--- src/rtl/reg_pipeline_pkg.sv ---
// Shared constants for the elastic register pipeline: default geometry and the
// occupancy-counter width helper used by the RTL and by benches.
package reg_pipeline_pkg;

  localparam int WIDTH_DEF = 8;
  localparam int DEPTH_DEF = 3;

  // Bits needed to count 0..depth valid stages.
  function automatic int cnt_w(input int depth);
    return $clog2(depth + 1);
  endfunction

endpackage

--- src/rtl/reg_pipeline_stage.sv ---
// One stage of the elastic pipeline: a valid bit plus a data word that loads
// from the previous stage whenever the stage is allowed to advance.
module reg_pipeline_stage #(
  parameter int               WIDTH     = 8,
  parameter logic [WIDTH-1:0] RESET_VAL = '0
) (
  input  logic             clk,
  input  logic             rst_n,
  input  logic             flush,
  input  logic             adv,
  input  logic             prev_valid,
  input  logic [WIDTH-1:0] prev_data,
  output logic             valid,
  output logic [WIDTH-1:0] data
);

  // NOTE: sequential state uses non-blocking assignments so every stage samples
  // its neighbour's pre-edge value; blocking here would collapse the pipeline.
  always_ff @(posedge clk) begin
    if (!rst_n || flush) begin
      valid <= 1'b0;
      data  <= RESET_VAL;
    end else if (adv) begin
      valid <= prev_valid;
      // A bubble moving through leaves the old data word in place.
      if (prev_valid) data <= prev_data;
    end
  end

endmodule

--- src/rtl/reg_pipeline.sv ---
// DEPTH-stage elastic register pipeline with valid/ready on both sides,
// global hold (enable), synchronous flush and a registered occupancy count.
module reg_pipeline
  import reg_pipeline_pkg::*;
#(
  parameter int               WIDTH     = WIDTH_DEF,
  parameter int               DEPTH     = DEPTH_DEF,
  parameter logic [WIDTH-1:0] RESET_VAL = '0
) (
  input  logic                      clk,
  input  logic                      rst_n,
  input  logic                      enable,
  input  logic                      flush,
  input  logic [WIDTH-1:0]          in_data,
  input  logic                      in_valid,
  output logic                      in_ready,
  output logic [WIDTH-1:0]          out_data,
  output logic                      out_valid,
  input  logic                      out_ready,
  output logic [cnt_w(DEPTH)-1:0]   count
);

  localparam int CNT_W = cnt_w(DEPTH);

  logic [DEPTH-1:0] v;
  logic [WIDTH-1:0] d [DEPTH];
  logic [DEPTH-1:0] adv;
  logic             in_xfer;
  logic             out_xfer;
  logic [CNT_W-1:0] count_next;

  // The recursive ready chain unrolls to: stage i may advance if any stage at or
  // after i is empty, or the consumer is taking the last word. Walking from the
  // output end with an accumulator avoids a self-referencing vector.
  always_comb begin
    logic room;
    room = out_ready;
    adv  = '0;
    for (int i = DEPTH - 1; i >= 0; i--) begin
      room   = room | ~v[i];
      adv[i] = enable & room;
    end
  end

  assign in_ready  = adv[0] & ~flush;
  assign out_valid = v[DEPTH-1] & enable & ~flush;
  assign out_data  = d[DEPTH-1];
  assign in_xfer   = in_valid & in_ready;
  assign out_xfer  = out_valid & out_ready;

  for (genvar i = 0; i < DEPTH; i++) begin : g_stage
    if (i == 0) begin : g_first
      reg_pipeline_stage #(.WIDTH(WIDTH), .RESET_VAL(RESET_VAL)) u_stage (
        .clk        (clk),
        .rst_n      (rst_n),
        .flush      (flush),
        .adv        (adv[i]),
        .prev_valid (in_valid),
        .prev_data  (in_data),
        .valid      (v[i]),
        .data       (d[i])
      );
    end else begin : g_next
      reg_pipeline_stage #(.WIDTH(WIDTH), .RESET_VAL(RESET_VAL)) u_stage (
        .clk        (clk),
        .rst_n      (rst_n),
        .flush      (flush),
        .adv        (adv[i]),
        .prev_valid (v[i-1]),
        .prev_data  (d[i-1]),
        .valid      (v[i]),
        .data       (d[i])
      );
    end
  end

  // Internal moves conserve the number of valid words, so occupancy only
  // changes through the two boundary transfers.
  always_comb begin
    count_next = count;
    if (in_xfer && !out_xfer)      count_next = count + CNT_W'(1);
    else if (!in_xfer && out_xfer) count_next = count - CNT_W'(1);
  end

  always_ff @(posedge clk) begin
    if (!rst_n || flush) count <= '0;
    else                 count <= count_next;
  end

endmodule

--- config.mk ---
export PLATFORM = sky130hd
export DESIGN_NAME = reg_pipeline
export DESIGN_NICKNAME = d
export VERILOG_FILES = /design/src/rtl/reg_pipeline_pkg.sv /design/src/rtl/reg_pipeline_stage.sv /design/src/rtl/reg_pipeline.sv
export SDC_FILE = /design/constraint.sdc
export NUM_CORES = 1
export LEC_CHECK = 0
export ABC_AREA = 0
export CELL_PAD_IN_SITES_DETAIL_PLACEMENT = 2
export CELL_PAD_IN_SITES_GLOBAL_PLACEMENT = 2
export CORE_ASPECT_RATIO = 0.6
export CORE_MARGIN = 2
export CORE_UTILIZATION = 30
export CTS_CLUSTER_SIZE = 14
export DETAILED_ROUTE_END_ITERATION = 12
export GPL_ROUTABILITY_DRIVEN = 0
export PLACE_DENSITY_LB_ADDON = 0.1
export SLEW_MARGIN = 20
export SYNTH_ARGS = -nofsm -noshare
export SYNTH_HDL_FRONTEND = slang
export SYNTH_SLANG_ARGS = --single-unit
--- constraint.sdc ---
create_clock -name clk -period 2.2 [get_ports clk]
set_input_delay 0.44 -clock clk [delete_from_list [all_inputs] [get_ports clk]]
set_output_delay 0.44 -clock clk [all_outputs]
set_load 0.05 [all_outputs]
# Word-level counts from Yosys, hierarchy flattened
# Cells that the tools add are included.
word_totals:
  regBits: 29
  inputBits: 14
  wordCells: 36
classes:
  n_addsub: 2
  reduce_logical: 10
  mux: 2
  n_bitwise: 15
ops:
  columns: ["cell", "count"]
  rows:
  - ["$and A1 B1 Y1", 8]
  - ["$reduce_and A2 Y1", 3]
  - ["$mux W2", 2]
  - ["$not A1 Y1", 4]
  - ["$logic_not A1 Y1", 3]
  - ["$or A1 B1 Y1", 3]
  - ["$add A2 B1 Y2 const B", 1]
  - ["$logic_and A1 B1 Y1", 2]
  - ["$reduce_bool A2 Y1", 1]
  - ["$sub A2 B1 Y2 const B", 1]
  - ["$logic_or A1 B1 Y1", 1]

# Depth between registers and ports, before layout
logic_depth:
  ltp_word: 11
  ltp_mapped: 7
  depth_no_buf: 7

# Hierarchy
# A second synthesis with hierarchy kept.
unflattened:
  cells_unflattened: 144
  area_unflattened_um2: 1387.6
by_module_without_submodules:
  columns: ["module", "n_inst", "seq_area_each_um2", "cells_per_inst", "area_each_um2"]
  rows:
  - ["reg_pipeline_stage", 3, 180.2, 41, 410.4]
  - ["reg_pipeline", 1, 40.0, 21, 156.4]

# Least setup slack after synthesis
# OpenSTA, ideal clock, no wires.
synth_timing:
  path_type: "input-to-reg"
  start: "input enable"
  end: "register count[1]"
  arrival_ps: 2278
  path_stages: 6
  path_slack_ps: -148
  setup_ps: 70
  path_cell_list: "or2b_1 > nor2_1 > nand2_1 > ha_1 > or3_1 > a21oi_1"
synth_via:
  elab_chain_len: 6
  elab_cells_between_ends: 12
  cone_classes: "mux (1); bitwise (6); reduce/logical (5)"
synth_lines:
  columns: ["element", "line_no", "source"]
  rows:
  - ["from (decl)", "reg_pipeline.sv:12", "input logic enable,"]
  - ["$and A1 B1 Y1 (*) (2 in a row)", "reg_pipeline.sv:46", "assign out_valid = v[DEPTH-1] & enable & ~flush;"]
  - ["named net out_valid", "reg_pipeline.sv:18", "output logic out_valid,"]
  - ["$and A1 B1 Y1 (*)", "reg_pipeline.sv:49", "assign out_xfer = out_valid & out_ready;"]
  - ["$logic_not A1 Y1", "reg_pipeline.sv:81", "if (in_xfer && !out_xfer) count_next = count + CNT_W'(1);"]
  - ["$logic_and A1 B1 Y1", "reg_pipeline.sv:81", null]
  - ["$mux W2 or $reduce_bool A2 Y1 (tied branches)", null, null]
  - ["to (signal assigned)", "reg_pipeline.sv:87", "else count <= count_next;"]
  - ["to (decl)", "reg_pipeline.sv:20", "output logic [cnt_w(DEPTH)-1:0] count"]
# The timed path passes the listed nets; every way through them passes the cells marked *.
# A chain may end at the register's enable or synchronous reset.

# Worst setup path after layout
layout_timing:
  start: "input out_ready"
  end: "output in_ready"
layout_via:
  elab_chain_len: 5
layout_lines:
  columns: ["element", "line_no", "source"]
  rows:
  - ["from (decl)", "reg_pipeline.sv:19", "input logic out_ready,"]
  - ["$or A1 B1 Y1 (3 in a row)", "reg_pipeline.sv:40", "room = room | ~v[i];"]
  - ["$and A1 B1 Y1", "reg_pipeline.sv:41", "adv[i] = enable & room;"]
  - ["$and A1 B1 Y1", "reg_pipeline.sv:45", "assign in_ready = adv[0] & ~flush;"]
  - ["to (decl)", "reg_pipeline.sv:16", "output logic in_ready,"]
# Every way passes these cells.

==> impl_results.md <==
- Row cnt: 18
- CTS tree: built
- Clk slew on worst S/H paths: 0.06 ns
- Fill cell count: 424
- DRC Markers: 0
- Hold Slack: 0.461 ns
- Die ar.: 4690 um2
- Cts bufs inserted: 5
- Final Routed Wirelength: 2850 um
- Endpoints failing setup: 0
- Endpoints failing hold: 0
- Final cell count without fillers: 206
- Max cap viols: 0
- Register area share after synthesis: 46.7%
- # IOs: 26
- Peak VDD IR: 0.419 mV
- PwrDens: 713 nW/um2
- CTS root buf: clkbuf_8
- Actual slew at the worst max-slew pin: 0.494 ns
- Most used DFF post-synth: dfxtp_1
- Diodes inserted: 0
- Core area: 4050 um2
- Synth Cell Area: 1240 um2
- Multi-input logic area: 569 um2
- Slew Viols, Final: 0
- Post-layout min period: 2.10 ns
- Hold path depth: 2
- Crit path setup slack, layout: 0.101 ns
- FF-to-FF path depth: 6
- Top cells by count, synth: 35 x nand2_1, 29 x dfxtp_1, 24 x mux2i_1
- Sink Count: 29
- Starting Density: 30.7%
- PortBufs: 25
- Vias post-DR: 925
- Largest net degree at the start of global routing: 33
- Setup Fix Bufs, Post-CTS: 0
- Setup crit end kind: primary output
- Ranking of synthesized cells by area: dfxtp_1 47%, mux2i_1 19%, nand2_1 11%
- Placed Cells: 198
- Layout cells sized above 1: 16.7%
- Crit path kind: input port to primary output
- Post-Syn Nets: 144
- Total global routing overflow: 0
- Pre-CTS setup slack: -0.116 ns
- First-pass GRT wire length: 4550 um
- Crit path max fanout: 3
- Die W: 87.1 um
- Stages on the worst setup path: 5
- Hold buffer count at cts: 0
- Arrival @ worst endpoint: 1.66 ns
- Most numerous cell in the Yosys netlist: nand2_1
- Post-synth EDFFs: 0
- Critical Path RT: 1.76 ns
- 1st-iter DRT viols: 15
- Worst stage delay on the critical path: 0.50 ns
- Total track usage: 13.5%
- H-tree depth: 2
- Worst-Skew Late Latency: 0.28 ns
- Relative slew slack: 66.9%
- Number of cells produced by synthesis: 129
- Outcome: finished clean
- Crit path from: out_ready
- Yosys warns: 0
- DP Area: 1560 um2
- Via/cell ratio: 4.49
- Avg Cell Area, Syn: 9.64 um2
- Clock buffer depth: 2
- Reg2Reg Launch Point: g_stage[2].g_next.u_stage.valid
- Final Util: 41.4%
- RSZ-0062 raised after global routing: false
- Worst setup SP type: input port
- Design area: 1680 um2
- Post-synth top area share: 46.7%
- Max frequency: 0.476 GHz
- FFs w/ async S/R, synth: 0%
- Slowest cell on crit path: clkdlybuf4s50_1
- Leakage power: 0.694 nW
- Clk_skew: 0.00422 ns
- Distinct cells, synth: 24
- Die span in y: 53.9 um
- Routed Antenna Nets: 0
- CP delay by family, top: buffers and inverters
- Router iterations before antenna repair: 4
- Type of the tightest min-delay check: register to register
- Number of global-route vias before repair: 947
- Synthesized flop and latch total: 29
- Buffer and inverter count on the worst path: 3
- Final period util: 95.4%
- Crit path cell chain: clkdlybuf4s50_1 -> and3b_4 -> buf_4 -> a21oi_2 -> buf_12
- Area Overhead vs Synth: 35.0%
- Routed WL per cell: 13.8 um
- Register Area: 581 um2
- DP HPWL: 2120 um
- Worst Hold Launch: g_stage[2].g_next.u_stage.data[0]
- Area leader, netlist: dfxtp_1
- Nets@finish: 170
- Initial antenna violation count: 0
- Number of gates resized after cts: 0
[registers in the layout, indices dropped and copies added (netlist names)]
register / cells
count: 2
g_stage.g_next.u_stage.data: 16
g_stage.g_next.u_stage.valid: 2
g_stage.g_first.u_stage.data: 8
g_stage.g_first.u_stage.valid: 1
[metal layers]
layer  track usage [%]  share of wire [%]
met4              5.38               0.95
met1              16.7                 49
met2              22.1                 47
met5                 0                  0
met3              4.60                3.7
[report_power, final]
group          switching (W)  internal (W)
Sequential        0.00000327      0.000530
Combinational      0.0000425     0.0000483
Clock               0.000204      0.000369
[metrics by stage]
stage | total power (W) | setup TNS, ns
2_1_floorplan | 0.000585 | 0
3_3_place_gp | 0.000634 | -0.0146
3_5_place_dp | 0.000637 | -0.116
4_1_cts | 0.00121 | 0
5_1_grt | 0.00126 | 0
6_report | 0.00120 | 0
[final timing paths]
check                                                    endpoint  slack (ns)
worst max-delay path                                     in_ready        0.10
worst min-delay path            g_stage[2].g_next.u_stage.data[0]        0.46
worst max register to register                           count[1]        0.52
worst min register to register  g_stage[2].g_next.u_stage.data[0]        0.46
[layout by cell type (no fill, tap or decap)]
cell type and instances:
bufinv_16 1, nand3b_4 1, a21oi_2 1, nor2b_2 1, clkbuf_8 6, a21bo_2 1
nand3_1 1, nor2_1 1, or2b_1 1, xor2_1 2, or3_1 1, and3_2 1
o21ai_0 2, a21oi_4 1, nand2b_1 2, nor2b_1 1, nand2_1 35, ha_1 1
mux2i_1 24, a21oi_1 4, buf_4 7, clkdlybuf4s50_1 23, nor2_2 1, and3b_4 1
buf_12 3, dfxtp_1 29, inv_1 2, clkbuf_1 1, nand2_2 1
[kinds of logic (layout without fill, tap and decap cells)]
group	count (synthesis)	in the layout	synth area share [%]
AND/OR/NAND/NOR	48	48	18.4
multiplexers	24	24	19.3
XOR/XNOR	2	2	1.41
flip-flops	29	29	46.7
AO/OA/AOI/OAI	9	9	4.93
adder cells (fa/ha/maj)	1	1	1.01
buffers and inverters	16	43	8.25
[final cells by class]
| class | instances | area share (%) |
|---|---|---|
| inverter | 2 | 0.447 |
| clock buffer | 7 | 5.14 |
| clock inverter | 1 | 1.79 |
| multi-input combinational | 84 | 33.9 |
| timing repair buffer | 33 | 20.4 |
| tap | 50 | 3.73 |
| sequential | 29 | 34.6 |
[worst register-to-register path, cell delays in order, from the launching register on]
cell	delay [ns]
dfxtp_1	0.37
and3b_4	0.23
a21oi_4	0.06
nor2b_1	0.14
ha_1	0.30
or3_1	0.37
a21oi_1	0.14
Note: power is estimated with default switching activity, not from simulation.
